$ cat config.mk
export PLATFORM = sky130hd
export DESIGN_NAME = solve_host_if
export DESIGN_NICKNAME = d
export VERILOG_FILES = /design/src/rtl/solve_host_if.sv
export SDC_FILE = /design/constraint.sdc
export NUM_CORES = 1
export LEC_CHECK = 0
export CAP_MARGIN = 15
export CELL_PAD_IN_SITES_DETAIL_PLACEMENT = 2
export CELL_PAD_IN_SITES_GLOBAL_PLACEMENT = 2
export CORE_ASPECT_RATIO = 1.1
export CORE_MARGIN = 2
export CORE_UTILIZATION = 33
export DETAILED_ROUTE_END_ITERATION = 7
export MAX_ROUTING_LAYER = met4
export PLACE_DENSITY = 0.8
export SLEW_MARGIN = 20
export SYNTH_ARGS = -nofsm -noshare
export SYNTH_HDL_FRONTEND = slang
export SYNTH_SLANG_ARGS = --single-unit
$ cat constraint.sdc
create_clock -name clk -period 6.02 [get_ports clk]
set_clock_uncertainty 0.1 [all_clocks]
set_input_delay 0.602 -clock clk [delete_from_list [all_inputs] [get_ports clk]]
set_output_delay 0.602 -clock clk [all_outputs]
set_load 0.05 [all_outputs]
$ cat src/rtl/solve_host_if.sv
// rtl/solve_host_if.sv - host register port, solver launcher and solution move recorder
module solve_host_if #(
    parameter int CUBE_W      = 120,
    parameter int MOVE_W      = 4,
    parameter int DEPTH       = 16,
    parameter int TIMEOUT_CYC = 65535
) (
    input  logic              clk,
    input  logic              rst,
    input  logic              wr_en,
    input  logic [2:0]        wr_addr,
    input  logic [31:0]       wr_data,
    input  logic              rd_en,
    input  logic [2:0]        rd_addr,
    output logic [31:0]       rd_data,
    output logic              rd_valid,
    output logic              run,
    output logic [CUBE_W-1:0] cube_d,
    input  logic [3:0]        sol_addr,
    input  logic [MOVE_W-1:0] sol_step,
    input  logic              sol_done,
    output logic              irq
);
    localparam int AW = $clog2(DEPTH);
    localparam int CW = AW + 1;
    localparam logic [15:0]   TMO_LAST = 16'(TIMEOUT_CYC - 1);
    localparam logic [CW-1:0] FULL_CNT = CW'(DEPTH);

    typedef enum logic [2:0] {S_IDLE, S_ARM, S_RUN, S_DONE, S_FAIL} state_t;
    state_t state_q, state_d;

    logic [CUBE_W-1:0] cube_q;
    logic [3:0]        prev_addr_q;
    logic              done_q;
    logic [15:0]       timer_q;
    logic              skid_q;
    logic              skid_push_q;
    logic [MOVE_W-1:0] skid_data_q;
    logic [MOVE_W-1:0] mem [DEPTH];
    logic [AW-1:0]     wr_ptr_q;
    logic [AW-1:0]     rd_ptr_q;
    logic [CW-1:0]     count_q;
    logic              ovf_q;

    logic              ctrl_wr;
    logic              clear;
    logic              start_go;
    logic              in_run;
    logic              addr_chg;
    logic              done_rise;
    logic              push;
    logic              pop;
    logic              do_push;
    logic [MOVE_W-1:0] push_data;
    logic [31:0]       rd_mux;

    assign ctrl_wr   = wr_en && (wr_addr == 3'd4);
    assign clear     = ctrl_wr && wr_data[1];
    assign start_go  = ctrl_wr && wr_data[0] && !wr_data[1] && (state_q == S_IDLE);
    assign in_run    = (state_q == S_RUN);
    assign addr_chg  = (sol_addr != prev_addr_q);
    assign done_rise = sol_done && !done_q;
    assign run       = (state_q == S_ARM);
    assign irq       = (state_q == S_DONE) || (state_q == S_FAIL);
    assign cube_d    = cube_q;

    always_comb begin
        state_d = state_q;
        case (state_q)
            S_IDLE: if (start_go) state_d = S_ARM;
            S_ARM:  state_d = S_RUN;
            S_RUN: begin
                // A done rise that coincides with an addr change waits one cycle in the skid
                if (skid_q)                    state_d = S_DONE;
                else if (done_rise)            state_d = addr_chg ? S_RUN : S_DONE;
                else if (timer_q == TMO_LAST)  state_d = S_FAIL;
            end
            default: ;
        endcase
        if (clear) state_d = S_IDLE;
    end

    always_comb begin
        push      = 1'b0;
        push_data = sol_step;
        if (in_run) begin
            if (skid_q) begin
                push      = skid_push_q;
                push_data = skid_data_q;
            end else if (addr_chg) begin
                push = (prev_addr_q != 4'd0);
            end else if (done_rise) begin
                push = (sol_addr != 4'd0);
            end
        end
    end

    assign pop     = rd_en && (rd_addr == 3'd6) && (count_q != '0);
    assign do_push = push && ((count_q != FULL_CNT) || pop);

    always_comb begin
        rd_mux = '0;
        case (rd_addr)
            3'd0: rd_mux = cube_q[31:0];
            3'd1: rd_mux = cube_q[63:32];
            3'd2: rd_mux = cube_q[95:64];
            3'd3: rd_mux = {8'd0, cube_q[119:96]};
            3'd5: rd_mux = {22'd0, ovf_q, state_q == S_FAIL, state_q == S_DONE, in_run, 6'(count_q)};
            3'd6: if (count_q != '0) rd_mux = 32'(mem[rd_ptr_q]);
            default: ;
        endcase
    end

    always_ff @(posedge clk or posedge rst) begin
        if (rst) begin
            state_q     <= S_IDLE;
            cube_q      <= '0;
            prev_addr_q <= '0;
            done_q      <= 1'b0;
            timer_q     <= '0;
            skid_q      <= 1'b0;
            skid_push_q <= 1'b0;
            skid_data_q <= '0;
            wr_ptr_q    <= '0;
            rd_ptr_q    <= '0;
            count_q     <= '0;
            ovf_q       <= 1'b0;
            rd_data     <= '0;
            rd_valid    <= 1'b0;
        end else begin
            state_q  <= state_d;
            done_q   <= sol_done;
            rd_valid <= rd_en;
            if (rd_en) rd_data <= rd_mux;
            if (wr_en && (state_q == S_IDLE)) begin
                case (wr_addr)
                    3'd0: cube_q[31:0]   <= wr_data;
                    3'd1: cube_q[63:32]  <= wr_data;
                    3'd2: cube_q[95:64]  <= wr_data;
                    3'd3: cube_q[119:96] <= wr_data[23:0];
                    default: ;
                endcase
            end
            if (start_go) begin
                prev_addr_q <= '0;
                timer_q     <= '0;
                skid_q      <= 1'b0;
                wr_ptr_q    <= '0;
                rd_ptr_q    <= '0;
                count_q     <= '0;
                ovf_q       <= 1'b0;
            end else begin
                if (in_run) begin
                    timer_q     <= timer_q + 16'd1;
                    if (!skid_q && addr_chg) prev_addr_q <= sol_addr;
                    skid_q      <= !skid_q && done_rise && addr_chg;
                    skid_push_q <= (sol_addr != 4'd0);
                    skid_data_q <= sol_step;
                end
                if (do_push) wr_ptr_q <= wr_ptr_q + 1'b1;
                if (pop)     rd_ptr_q <= rd_ptr_q + 1'b1;
                if (do_push != pop) count_q <= do_push ? count_q + CW'(1) : count_q - CW'(1);
                if (push && !do_push) ovf_q <= 1'b1;
            end
        end
    end

    always_ff @(posedge clk) begin
        if (do_push) mem[wr_ptr_q] <= push_data;
    end
endmodule

==> reports/metrics.csv <==
metric,value,unit
die-width,184,µm
rows,72,
grt_pass1_vias,9059,
root_buffer,clkbuf_16,
p_per_area,575,nW/µm²
ys_seq_area_frac,0.583,
ys_ff_latch,261,
finalHoldViolations,0,
insertion_delay,560,ps
grt_max_degree,178,
switching_share,0.428,
hpwlAfterDp,25.4,mm
yosys_warnings,0,
wire_per_inst,23.8,µm
vdd_ir_drop_max,0.230,mV
power_switching,3.73,mW
worst-path-buf-inv,2,
mostFrequentLayoutCell,clkdlybuf4s50_1,
max_cap_viol_count,0,
dieArea,37100,µm²
grt_use_total,0.205,
cts_resized,0,
core,35100,µm²
critical-path-max-stage-delay,760,ps
crit_type,input pin to flip-flop,
clk_pin_slew,60,ps
ios,206,
route.detailed.drc,0,
cts.path.max_buffers,3,
cts_buffers,30,
period_needed,3420,ps
grt_overflow,0,
syn_area_per_cell,13.5,µm²
detail_route.iter0.violations,360,
htreeDepth,1,
worstPathRequired,6360,ps
p_leak,6.20,nW
via_count,8059,
synth_cells,871,
critPathTopFamily,simple AND/OR/NAND/NOR gates,
post_cts_buffers,0,
grt_pass1_wl,56.7,mm
fmax,292,MHz
synth_async_sr_flop_share,0.755,
cts.sinks,261,
worstSetupStartpointType,input pin,
nNetsFinal,1133,
layout_common_cells,"clkdlybuf4s50_1, dfrtp_1, mux2_2",
layout-drive-gt1-share,0.221,
synthFlopType,dfrtp_1,
finalSetupTns,0,ps
path_max_fanout,13,
cts_tree,built,
cp_slowest_cell,clkdlybuf4s50_1,
postRouteAntennaNets,0,
drv_slew,0,
setup_viol,0,
endpoint_kind,flip-flop,
synth_edf_count,64,
rsz0062_at_grt,no,
first_pass_iters,4,
vias_per_cell,5.24,
min_path_type,input pin to asynchronous set/reset pin,
nFillCells,3537,
place.gp.congestion,0.786,
ys_types,65,
p_total,8.73,mW
io_buffers,205,
worst_ep_arrival_time,3760,ps
crit_chain,clkdlybuf4s50_1 > nand4b_1 > and3_1 > nand2b_1 > nor2_4 > inv_2 > fa_1 > xor2_1 > a21oi_1 > or4_1 > o41ai_1,
wl,36.7,mm
outcome,finished clean,
p_comb_frac,0.447,
die_h,202,µm
area_growth,29.3,%
p_int,4.99,mW
synth_nets,934,
cts_hold_buf,0,
slew-limit-headroom,0.207,
power_frac_clock,0.214,
worst_pin_slew,1190,ps
netlist_area,11700,µm²
antenna_found_initial,1,
timing.final.crit_share,0.568,
p_seq_frac,0.339,
initial_core_util,0.334,
routing by layer:
layer	track usage	up-vias	share of wire	wire, µm
met5	-	-	0	0
met4	0.0389	0	0.016	602
met3	0.0400	46	0.060	2200
met2	0.360	226	0.52	19000
met1	0.245	4230	0.41	14900
li1	-	3557	-	-
stage by stage:
stage	area, µm²	worst slack (ps)	utilization	hold slack (ps)	cells
after floorplan	11700	2770	-	340	871
after global placement	14200	2200	0.403	354	1482
after detailed placement	14200	2070	0.403	370	1482
after CTS	15200	2640	0.432	334	1537
after global routing	15200	2290	0.432	364	1538
final	15200	2600	0.432	342	1538
worst paths after layout:
kind	slack [ps]	cells past startpoint	end	startpoint
max	2600	11	count_q[2]$_DFFE_PP0P_	rd_addr[2]
min	340	2	cube_d[107]$_DFFE_PP0P_	rst
max reg2reg	2660	10	count_q[2]$_DFFE_PP0P_	state_q[0]$_DFFE_PP0P_
min reg2reg	380	2	skid_data_q[1]$_DFFE_PP0P_	skid_data_q[1]$_DFFE_PP0P_
max in group asynchronous	3930	3	rd_ptr_q[0]$_DFFE_PP0P_	rst
min in group clk	380	2	skid_data_q[1]$_DFFE_PP0P_	skid_data_q[1]$_DFFE_PP0P_
state kept, by name, indices dropped and copies added (netlist names):
signal and flops:
done_q 1, rd_data 32, prev_addr_q 4, state_q 3
cube_d 120, ovf_q 1, skid_push_q 1, wr_ptr_q 4
rd_ptr_q 4, skid_data_q 4, count_q 5, rd_valid 1
mem 64, timer_q 16, skid_q 1
cell usage after synthesis, types with 2 or more instances:
cell type  instances  area share
buf_6              9      0.0086
xnor2_1            9      0.0067
a21o_1             2      0.0013
o22a_1             6      0.0045
and4_1             4      0.0030
o221ai_1           4      0.0030
a21oi_1           26       0.011
edfxtp_1          64        0.16
nor2b_1            4      0.0021
buf_4              4      0.0026
nor3_1             9      0.0038
mux2i_1           15       0.013
buf_2              8      0.0034
nand3_1            4      0.0017
a31oi_1            2      0.0011
and2_1             8      0.0043
or4_1              3      0.0019
nor4_1             2      0.0011
xor2_1            11      0.0082
dfrtp_1          197        0.42
nor2_1            45       0.014
nor3_2             2      0.0017
nand2b_1           2      0.0011
mux4_2            35       0.067
buf_1              3     0.00096
nand4_1            8      0.0043
a22oi_1           15      0.0096
nand2_1           54       0.017
ha_1              11       0.012
or3_1              6      0.0032
mux2_2           128        0.12
clkbuf_1          23      0.0074
a32o_1             2      0.0017
a22o_1             2      0.0015
o21ai_0           19      0.0081
inv_1             60       0.019
o22ai_1           29       0.015
and3_1             9      0.0048
cell families after synthesis:
group,Yosys count,share of synthesized area
fa+ha+maj,12,0.0134
compound gates,116,0.0642
flops,261,0.583
mux,180,0.205
simple gates,174,0.0768
xor+xnor,20,0.0149
buf+inv,108,0.0424
power groups by stage:
| stage | clock (mW) | sequential (mW) | combinational (mW) |
|---|---|---|---|
| after CTS | 1.91 | 2.97 | 3.95 |
| after global routing | 1.98 | 3.05 | 4.14 |
| after detailed placement | 0 | 2.99 | 3.92 |
| final | 1.87 | 2.96 | 3.90 |
| after global placement | 0 | 2.94 | 3.81 |
| after floorplan | 0 | 4.08 | 1.38 |
final cells by class:
type / count / area [µm²] / area share
repair buffers: 214 / 2120 / 0.139
multi-input cells: 502 / 4400 / 0.290
clock buffers: 47 / 926 / 0.0610
well taps: 444 / 556 / 0.0366
diodes: 1 / 2.50 / 0.000165
clock inverters: 8 / 90.1 / 0.00593
flip-flops and latches: 261 / 6850 / 0.451
inverters: 61 / 233 / 0.0153
(Power assumes the default switching activity.)
